--- config.mk ---
export PLATFORM = sky130hd
export DESIGN_NAME = dmem_write_buffer_flat
export DESIGN_NICKNAME = d
export VERILOG_FILES = /design/src/rtl/mips_mem_pkg.sv /design/src/rtl/dmem_write_buffer_if.sv /design/src/rtl/wbuf_fwd_match.sv /design/src/rtl/dmem_write_buffer.sv /design/src/flat_wrapper.sv
export SDC_FILE = /design/constraint.sdc
export NUM_CORES = 1
export LEC_CHECK = 0
export CAP_MARGIN = 20
export CORE_UTILIZATION = 59
export DETAILED_ROUTE_END_ITERATION = 7
export GPL_ROUTABILITY_DRIVEN = 1
export GPL_TIMING_DRIVEN = 0
export PLACE_DENSITY = 0.9
export SYNTH_ARGS = -nofsm -noshare
export SYNTH_HDL_FRONTEND = slang
export SYNTH_SLANG_ARGS = --single-unit
--- constraint.sdc ---
create_clock -name clk -period 6.9 [get_ports clk]
set_input_delay 1.38 -clock clk [delete_from_list [all_inputs] [get_ports clk]]
set_output_delay 1.38 -clock clk [all_outputs]
set_load 0.01 [all_outputs]
--- src/rtl/mips_mem_pkg.sv ---
// rtl/mips_mem_pkg.sv - shared widths, entry type and index helper for the data-memory write buffer
package mips_mem_pkg;

  localparam int ADDR_W = 32;
  localparam int DATA_W = 32;

  typedef struct packed {
    logic              valid;
    logic [ADDR_W-1:0] adr;
    logic [DATA_W-1:0] data;
  } wbuf_entry_t;

  // k=0 is the youngest entry (wr_ptr-1); k grows towards older entries. depth is a power of two.
  function automatic int unsigned wbuf_rot_idx(input int unsigned wr_ptr,
                                               input int unsigned k,
                                               input int unsigned depth);
    return (wr_ptr + depth - 1 - k) & (depth - 1);
  endfunction

endpackage

--- src/rtl/dmem_write_buffer_if.sv ---
// rtl/dmem_write_buffer_if.sv - core-side store/load lookup and memory-side req/ack bundle
interface dmem_write_buffer_if #(
  parameter int AW    = 32,
  parameter int DW    = 32,
  parameter int DEPTH = 4
) ();
  localparam int CW = $clog2(DEPTH) + 1;

  logic          cpu_memwrite;
  logic [AW-1:0] cpu_adr;
  logic [DW-1:0] cpu_wdata;
  logic          cpu_stall;
  logic [AW-1:0] cpu_radr;
  logic          fwd_hit;
  logic [DW-1:0] fwd_data;
  logic          mem_req;
  logic [AW-1:0] mem_adr;
  logic [DW-1:0] mem_wdata;
  logic          mem_ack;
  logic [CW-1:0] count;
  logic          empty;
  logic          full;

  modport slave (
    input  cpu_memwrite, cpu_adr, cpu_wdata, cpu_radr, mem_ack,
    output cpu_stall, fwd_hit, fwd_data, mem_req, mem_adr, mem_wdata, count, empty, full
  );

  modport master (
    output cpu_memwrite, cpu_adr, cpu_wdata, cpu_radr, mem_ack,
    input  cpu_stall, fwd_hit, fwd_data, mem_req, mem_adr, mem_wdata, count, empty, full
  );

endinterface

--- src/rtl/wbuf_fwd_match.sv ---
// rtl/wbuf_fwd_match.sv - DEPTH-way address compare with youngest-match priority select
module wbuf_fwd_match
  import mips_mem_pkg::*;
#(
  parameter int DEPTH = 4
) (
  input  wbuf_entry_t                 entries_i [DEPTH],
  input  logic [$clog2(DEPTH)-1:0]    wr_ptr_i,
  input  logic [ADDR_W-1:0]           radr_i,
  output logic                        hit_o,
  output logic [DATA_W-1:0]           data_o
);
  localparam int PW = $clog2(DEPTH);

  logic [PW-1:0] idx;

  // Walk oldest to youngest so the last (youngest) match wins.
  always_comb begin
    hit_o  = 1'b0;
    data_o = '0;
    idx    = '0;
    for (int k = DEPTH - 1; k >= 0; k--) begin
      idx = PW'(wbuf_rot_idx(32'(wr_ptr_i), k, DEPTH));
      if (entries_i[idx].valid && (entries_i[idx].adr == radr_i)) begin
        hit_o  = 1'b1;
        data_o = entries_i[idx].data;
      end
    end
  end

endmodule

--- src/rtl/dmem_write_buffer.sv ---
// rtl/dmem_write_buffer.sv - posted-store FIFO between core data port and req/ack data memory
// Optional store coalescing into the youngest entry: define WBUF_COALESCE_EN.
module dmem_write_buffer
  import mips_mem_pkg::*;
#(
  parameter int DEPTH = 4,
  parameter int AW    = ADDR_W,
  parameter int DW    = DATA_W
) (
  input  logic                 clk,
  input  logic                 reset,
  dmem_write_buffer_if.slave   bus
);
  localparam int PW = $clog2(DEPTH);
  localparam int CW = PW + 1;

  wbuf_entry_t       entries_q [DEPTH];
  wbuf_entry_t       head;
  logic [PW-1:0]     wr_ptr_q, rd_ptr_q;
  logic [CW-1:0]     count_q, count_d;
  logic              empty, full, push, pop, coalesce;
  logic [DATA_W-1:0] fwd_data_w;

  assign empty = (count_q == '0);
  assign full  = (count_q == CW'(DEPTH));
  assign pop   = !empty && bus.mem_ack;
  assign push  = bus.cpu_memwrite && !full && !coalesce;

`ifdef WBUF_COALESCE_EN
  logic [PW-1:0] coal_idx;
  assign coal_idx = wr_ptr_q - 1'b1;
  // With count==1 the youngest entry is the requesting head, so it must not be rewritten.
  assign coalesce = bus.cpu_memwrite && (count_q >= CW'(2)) &&
                    (entries_q[coal_idx].adr == ADDR_W'(bus.cpu_adr));
`else
  assign coalesce = 1'b0;
`endif

  always_comb begin
    count_d = count_q;
    case ({push, pop})
      2'b10:   count_d = count_q + 1'b1;
      2'b01:   count_d = count_q - 1'b1;
      default: count_d = count_q;
    endcase
  end

  always_ff @(posedge clk or negedge reset) begin
    if (!reset) begin
      wr_ptr_q <= '0;
      rd_ptr_q <= '0;
      count_q  <= '0;
      for (int i = 0; i < DEPTH; i++) entries_q[i] <= '0;
    end else begin
      count_q <= count_d;
      if (push) begin
        entries_q[wr_ptr_q] <= '{valid: 1'b1,
                                 adr:   ADDR_W'(bus.cpu_adr),
                                 data:  DATA_W'(bus.cpu_wdata)};
        wr_ptr_q <= wr_ptr_q + 1'b1;
      end
      if (pop) begin
        entries_q[rd_ptr_q].valid <= 1'b0;
        rd_ptr_q <= rd_ptr_q + 1'b1;
      end
`ifdef WBUF_COALESCE_EN
      if (coalesce) entries_q[coal_idx].data <= DATA_W'(bus.cpu_wdata);
`endif
    end
  end

  assign head          = entries_q[rd_ptr_q];
  assign bus.mem_req   = !empty;
  assign bus.mem_adr   = empty ? '0 : AW'(head.adr);
  assign bus.mem_wdata = empty ? '0 : DW'(head.data);
  assign bus.cpu_stall = bus.cpu_memwrite && full && !coalesce;
  assign bus.count     = count_q;
  assign bus.empty     = empty;
  assign bus.full      = full;

  wbuf_fwd_match #(.DEPTH(DEPTH)) u_fwd (
    .entries_i (entries_q),
    .wr_ptr_i  (wr_ptr_q),
    .radr_i    (ADDR_W'(bus.cpu_radr)),
    .hit_o     (bus.fwd_hit),
    .data_o    (fwd_data_w)
  );
  assign bus.fwd_data = DW'(fwd_data_w);

endmodule

--- src/flat_wrapper.sv ---
// flat-port wrapper written by rule: the top's interface ports become plain ports
module dmem_write_buffer_flat import mips_mem_pkg::*;
#(
  parameter int DEPTH = 4,
  parameter int AW    = ADDR_W,
  parameter int DW    = DATA_W
)
  (clk, reset, bus_cpu_memwrite, bus_cpu_adr, bus_cpu_wdata, bus_cpu_radr, bus_mem_ack, bus_cpu_stall, bus_fwd_hit, bus_fwd_data, bus_mem_req, bus_mem_adr, bus_mem_wdata, bus_count, bus_empty, bus_full);
  dmem_write_buffer_if #(.AW(AW), .DW(DW), .DEPTH(DEPTH)) bus_i ();
  input  logic clk;
  input  logic reset;
  input wire logic [$bits(bus_i.cpu_memwrite)-1:0] bus_cpu_memwrite;
  input wire logic [$bits(bus_i.cpu_adr)-1:0] bus_cpu_adr;
  input wire logic [$bits(bus_i.cpu_wdata)-1:0] bus_cpu_wdata;
  input wire logic [$bits(bus_i.cpu_radr)-1:0] bus_cpu_radr;
  input wire logic [$bits(bus_i.mem_ack)-1:0] bus_mem_ack;
  output wire logic [$bits(bus_i.cpu_stall)-1:0] bus_cpu_stall;
  output wire logic [$bits(bus_i.fwd_hit)-1:0] bus_fwd_hit;
  output wire logic [$bits(bus_i.fwd_data)-1:0] bus_fwd_data;
  output wire logic [$bits(bus_i.mem_req)-1:0] bus_mem_req;
  output wire logic [$bits(bus_i.mem_adr)-1:0] bus_mem_adr;
  output wire logic [$bits(bus_i.mem_wdata)-1:0] bus_mem_wdata;
  output wire logic [$bits(bus_i.count)-1:0] bus_count;
  output wire logic [$bits(bus_i.empty)-1:0] bus_empty;
  output wire logic [$bits(bus_i.full)-1:0] bus_full;
  assign bus_i.cpu_memwrite = bus_cpu_memwrite;
  assign bus_i.cpu_adr = bus_cpu_adr;
  assign bus_i.cpu_wdata = bus_cpu_wdata;
  assign bus_i.cpu_radr = bus_cpu_radr;
  assign bus_i.mem_ack = bus_mem_ack;
  assign bus_cpu_stall = bus_i.cpu_stall;
  assign bus_fwd_hit = bus_i.fwd_hit;
  assign bus_fwd_data = bus_i.fwd_data;
  assign bus_mem_req = bus_i.mem_req;
  assign bus_mem_adr = bus_i.mem_adr;
  assign bus_mem_wdata = bus_i.mem_wdata;
  assign bus_count = bus_i.count;
  assign bus_empty = bus_i.empty;
  assign bus_full = bus_i.full;
  dmem_write_buffer #(.DEPTH(DEPTH), .AW(AW), .DW(DW)) u_core (.clk(clk), .reset(reset), .bus(bus_i));
endmodule
==> flow_metrics.env, run 1 <==
export IMPL_die_w_um=192
export IMPL_r2r_start="u_core.wr_ptr_q[0]$_DFFE_PN0P_"
export IMPL_slowest_stage="buf_2"
export IMPL_first_iter_violations=2763
export IMPL_instances_no_fill=2643
export IMPL_regArea_um2=6680
export IMPL_synth_seq_cells=267
export IMPL_end_kind="primary output"
export IMPL_start_util=0.599
export IMPL_die_area_um2=36900
export IMPL_clkTransAtPathRegs_ps=70
export IMPL_wl_met1_um=29600
export IMPL_syn_to_final_growth_pct=23.3
export IMPL_setup_violations=2
export IMPL_ys_seq_area_frac=0.313
export IMPL_clock_sinks=267
export IMPL_cts_root_buf="clkbuf_16"
export IMPL_syn_avg_cell_area_um2=11.3
export IMPL_max_freq_ghz=0.144
export IMPL_fin_nets=2265
export IMPL_final_cell_mix="297 x mux2_2, 266 x dfrtp_1, 196 x mux2i_1, 147 x clkdlybuf4s50_1, 141 x mux4_2"
export IMPL_htree_levels=1
export IMPL_tritoncts="done"
export IMPL_synth_edf_count=0
export IMPL_cts_buffers=30
export IMPL_multi_input_area_um2=14200
export IMPL_pin_count=204
export IMPL_min_path_type="flip-flop to flip-flop"
export IMPL_min_period_ps=6920
export IMPL_layout_drive_gt1_share=0.342
export IMPL_wl_per_cell_um=32.8
export IMPL_violations="negative setup slack"
export IMPL_wl_met3_um=9700
export IMPL_place_area_um2=23800
export IMPL_start_kind="flip-flop"
export IMPL_cp_arrival_ps=5540
export IMPL_grt_pass1_wl_um=125000
export IMPL_placementRows=69
export IMPL_setup_ws_ps=-22.1
export IMPL_drc=0
export IMPL_highest_layer="met4"
export IMPL_synth_main_ff_cell="dfrtp_1"
export IMPL_n_fill_cell=2277
export IMPL_slew_viol_final=0
export IMPL_synthCells=1879
export IMPL_async_flop_share=1.00
export IMPL_vias=19600
export IMPL_skew_ps=49.6
export IMPL_clockBufferDepth=3
export IMPL_finalHoldViolations=0
export IMPL_max_cap_violations=0
export IMPL_coreArea_um2=35600
export IMPL_drt_first_pass_iters=7
export IMPL_clock_latency_ps=630
export IMPL_globalplace_congestion=1.06
export IMPL_netlist_area_um2=21300
export IMPL_maxSlewHeadroom=0.204
export IMPL_startpoint="u_core.wr_ptr_q[0]$_DFFE_PN0P_"
export IMPL_portBuffers=181
export IMPL_dp_hpwl_um=59800
export IMPL_path_cells="buf_4, buf_4, buf_4, buf_4, buf_2, buf_2, mux4_2, xnor2_4, nand4_1, nor4_4, o2111ai_4, buf_12, buf_4, a211o_1, nand2_1, a41o_1, dlygate4sd2_1"
export IMPL_synthDistinctLibCells=67
export IMPL_drtAntennaViolNets=0
export IMPL_dr_wl_met2_um=39300
export IMPL_stdcell_area_um2=26300
export IMPL_grt_total_usage=0.466
export IMPL_fin_crit_sh=1.00
export IMPL_grt_max_degree=124
export IMPL_cp_common_cell="buf_4"
export IMPL_worstMarginPinSlew_ps=1190
export IMPL_die_height_um=192
export IMPL_cp_max_fo=10
export IMPL_grt_setup_unrepaired="false"
export IMPL_syn_nets=1989
export IMPL_hold_ws_ps=563
export IMPL_gr_total_overflow=0
export IMPL_crit_type="flip-flop to primary output"
export IMPL_dp_worst_setup_slack_ps=-2680
export IMPL_antenna_found_initial=1
export IMPL_status="finished with violations"
export IMPL_critical_path_top_delay_family="buffers and inverters"
export IMPL_path_buf_inv=9
export IMPL_drt_total_wl_um=86800
export IMPL_place_inst=2525
export IMPL_slowest_delay_ps=530
export IMPL_vias_per_cell=7.40
export IMPL_required_ps=5520
export IMPL_layout_commonest_cell="mux2_2"
export IMPL_grt_pass1_vias=19500
export IMPL_yosys_warnings=0
## worst paths after layout
path                                                       end  slack, ps  cells past startpoint
worst min register to register                       flip-flop        560                      1
min in group asynchronous                            async pin        640                      1
worst max-delay path                           bus_fwd_data[0]        -20                     17
worst max register to register  u_core.wr_ptr_q[1]$_DFFE_PN0P_       3010                     16
worst min-delay path                                 flip-flop        560                      1
max in group asynchronous                            async pin       5280                      2
## synth_stat cells, types with 15 or more instances
| master | count | area (µm²) |
|---|---|---|
| or2_2 | 32 | 200 |
| mux2i_1 | 213 | 2130 |
| buf_1 | 15 | 56.3 |
| inv_1 | 17 | 63.8 |
| dfrtp_1 | 267 | 6680 |
| a211o_1 | 34 | 298 |
| a31oi_1 | 33 | 206 |
| a41o_1 | 32 | 320 |
| buf_2 | 32 | 160 |
| nor2_1 | 80 | 300 |
| nand2_1 | 90 | 338 |
| mux2_2 | 296 | 3330 |
| mux4_2 | 141 | 3180 |
| and2_1 | 65 | 407 |
| xor2_1 | 48 | 420 |
| a21oi_1 | 18 | 90.1 |
| clkbuf_1 | 99 | 372 |
| o21ai_0 | 73 | 365 |
| xnor2_1 | 66 | 578 |
| o31ai_1 | 32 | 240 |
| nand2b_1 | 37 | 231 |
## stage by stage
step	utilization	TNS, ps
finish	0.739	-43.8
global route	0.739	0
CTS	0.729	-36.7
detailed placement	0.669	-83530
global placement	0.667	-1808470
floorplan	-	0
## per-layer routing
layer | vias to the layer above | track usage
met1 | 9638 | 0.549
met2 | 1748 | 0.735
met3 | 512 | 0.109
met5 | - | 0
li1 | 7659 | -
met4 | 0 | 0.369
## timing repair
item / in CTS / in global routing
gates resized for setup: 211 / 41
gates cloned: 5 / 3
endpoints found under the setup margin: 33 / 33
hold buffers: 0 / 0
buffers inserted: 41 / 7
pin swaps: 20 / 15
## cell type report
cell class	count	area share
clock buffer	42	0.0341
multi-input combinational	1418	0.539
sequential	267	0.254
tap	461	0.0219
timing repair buffer	248	0.0946
buffer	171	0.0437
clock inverter	14	0.00876
antenna	3	0.000286
inverter	19	0.00290
## worst reg2reg max path: cells and delay by family, from the launching register on
kind	cells	cell delay (ps)
AND/OR/NAND/NOR	1	80
buffers and inverters	13	2870
adder cells (fa/ha/maj)	1	290
AO/OA/AOI/OAI	1	100
flip-flops	1	420
## logic make-up after synthesis
logic type	Yosys count	share of synthesized area
and+or+nand+nor	360	0.0866
adders and majority gates	10	0.00622
DFF	267	0.313
buffers and inverters	194	0.0440
AOI/OAI and AO/OA	280	0.0955
muxes	654	0.408
xor gates and xnor gates	114	0.0468
Power of run 1 is left out: the tool's default activity adds up to more than one toggle a clock period on the data nets, which glitch-free logic cannot reach.
==> inputs of run 2 (changes only) <==
- MAX_ROUTING_LAYER: default -> met4
- PLACE_DENSITY: 0.9 -> 0.82
==> run 2 against run 1 <==
Net effect: worst setup slack better by 52 ps; the run ends with design-rule violations left; clock-buffer cell count down 4; sequential share of layout area up 0.19 points; first-iteration DRC count up 3.3%; cell count down 0.26%; cell area down 0.72%; wire length down 0.95%.
==> flow_metrics.env, run 2 (same netlist as run 1, synthesis figures left out) <==
export IMPL_gr_total_overflow=0
export IMPL_layout_commonest_cell="mux2_2"
export IMPL_hold_end="u_core.bus.count[0]$_DFFE_PN0P_"
export IMPL_grt_pass1_vias=19300
export IMPL_globalplace_congestion=1.10
export IMPL_place_area_um2=23800
export IMPL_setup_ws_ps=29.5
export IMPL_n_fill_cell=2390
export IMPL_multi_input_area_um2=14100
export IMPL_max_cap_violations=0
export IMPL_clockBufferDepth=3
export IMPL_clock_latency_ps=610
export IMPL_dp_hpwl_um=60600
export IMPL_cts_root_buf="clkbuf_16"
export IMPL_drt_first_pass_iters=8
export IMPL_dp_worst_setup_slack_ps=-2780
export IMPL_clock_sinks=267
export IMPL_portBuffers=181
export IMPL_r2r_slack_ps=2820
export IMPL_finalHoldViolations=0
export IMPL_die_height_um=192
export IMPL_pin_count=204
export IMPL_start_kind="flip-flop"
export IMPL_tns_ps=0
export IMPL_cp_arrival_ps=5490
export IMPL_end_kind="primary output"
export IMPL_drc=3
export IMPL_violations="design-rule violations"
export IMPL_die_area_um2=36900
export IMPL_wl_per_cell_um=32.6
export IMPL_status="finished with violations"
export IMPL_worstMarginPinSlew_ps=1250
export IMPL_fin_crit_sh=0.996
export IMPL_hold_ws_ps=557
export IMPL_first_iter_violations=2854
export IMPL_drt_total_wl_um=85900
export IMPL_fin_nets=2254
export IMPL_regArea_um2=6680
export IMPL_layout_drive_gt1_share=0.341
export IMPL_stdcell_area_um2=26100
export IMPL_grt_pass1_wl_um=124000
export IMPL_start_util=0.599
export IMPL_die_w_um=192
export IMPL_max_freq_ghz=0.146
export IMPL_crit_type="flip-flop to primary output"
export IMPL_syn_to_final_growth_pct=22.4
export IMPL_timing_rr_end="u_core.wr_ptr_q[1]$_DFFE_PN0P_"
export IMPL_cts_hold_buf=0
export IMPL_grt_max_degree=122
export IMPL_clkTransAtPathRegs_ps=60
export IMPL_required_ps=5520
export IMPL_vias_per_cell=7.32
export IMPL_hold_start="u_core.bus.count[0]$_DFFE_PN0P_"
export IMPL_cts_buffers=31
export IMPL_r2r_start="u_core.wr_ptr_q[0]$_DFFE_PN0P_"
export IMPL_worstHoldPathCells=1
export IMPL_final_cell_mix="296 x mux2_2, 266 x dfrtp_1, 204 x mux2i_1, 147 x clkdlybuf4s50_1, 141 x mux4_2"
export IMPL_vias=19300
export IMPL_min_period_ps=6870
export IMPL_antenna_found_initial=4
export IMPL_skew_ps=12.9
export IMPL_setup_violations=0
export IMPL_maxSlewHeadroom=0.169
export IMPL_min_path_type="flip-flop to flip-flop"
export IMPL_htree_levels=1
export IMPL_tritoncts="done"
export IMPL_cp_max_fo=20
export IMPL_grt_total_usage=0.479
export IMPL_coreArea_um2=35600
export IMPL_drtAntennaViolNets=0
export IMPL_worstRegToRegCells=17
export IMPL_placementRows=69
export IMPL_slew_viol_final=0
[run 2: cell count changes in the layout (fill, tap and decap cells not counted), sizes merged]
| cell | previous run | this run |
|---|---|---|
| clkdlybuf4s15 | 6 | 8 |
| diode | 3 | 8 |
| bufinv | 5 | 4 |
| dlygate4sd2 | 16 | 1 |
| bufbuf | 1 | 0 |
| clkinvlp | 4 | 5 |
| clkbuf | 143 | 155 |
| buf | 148 | 134 |
| inv | 18 | 22 |
[run 2: metal layers]
layer	vias to the layer above	wire, µm	GRT usage
li1	7658	-	-
met1	9586	30300	0.569
met2	1604	40500	0.748
met3	445	8940	0.0941
met4	0	6200	0.303
met5	-	0	-
[run 2: layout make-up]
cell class | count | area share
buffer | 174 | 0.0460
sequential | 267 | 0.256
timing repair buffer | 233 | 0.0889
tap | 461 | 0.0221
inverter | 19 | 0.00293
multi-input combinational | 1418 | 0.542
antenna | 8 | 0.000767
clock inverter | 18 | 0.00878
clock buffer | 38 | 0.0327
[run 2: what timing repair did]
item | 4_1_cts | 5_1_grt
cloned | 3 | 3
setup endpoints to repair | 33 | 33
buffers inserted | 34 | 3
pin swaps | 25 | 16
resized for setup | 214 | 51
[run 2: critical path: stages (launching register included)]
cell and delay (ps):
dfrtp_2 410, clkinv_4 70, buf_12 150, clkbuf_16 160, buf_12 160, buf_12 170
ha_4 280, buf_12 160, buf_12 170, buf_12 180, buf_16 170, mux4_2 530
xnor2_2 310, nand4_1 340, nor4_4 320, o2111ai_4 180, buf_12 200, inv_2 50
nor2_2 70, buf_2 220, o211ai_1 130, dlygate4sd2_1 400
[run 2: worst max path at each step]
stage | from | endpoint | slack (ps) | cells after the start
floorplan | u_core.wr_ptr_q[0]$_DFFE_PN0P_ | bus_fwd_data[10] | 740 | 20
global placement | reset | async pin | -6530 | 1
detailed placement | u_core.wr_ptr_q[0]$_DFFE_PN0P_ | bus_fwd_data[2] | -2780 | 22
CTS | u_core.wr_ptr_q[0]$_DFFE_PN0P_ | bus_fwd_data[26] | -10 | 22
global route | u_core.wr_ptr_q[0]$_DFFE_PN0P_ | bus_fwd_data[17] | -10 | 19
finish | u_core.wr_ptr_q[0]$_DFFE_PN0P_ | bus_fwd_hit | 30 | 21
[run 2: per-stage QoR]
step,cells,utilization
after floorplan,1879,-
after global placement,2521,0.667
after detailed placement,2528,0.670
after CTS,2621,0.731
after global routing,2632,0.733
final,2636,0.733
Power of run 2 is left out for the same reason.
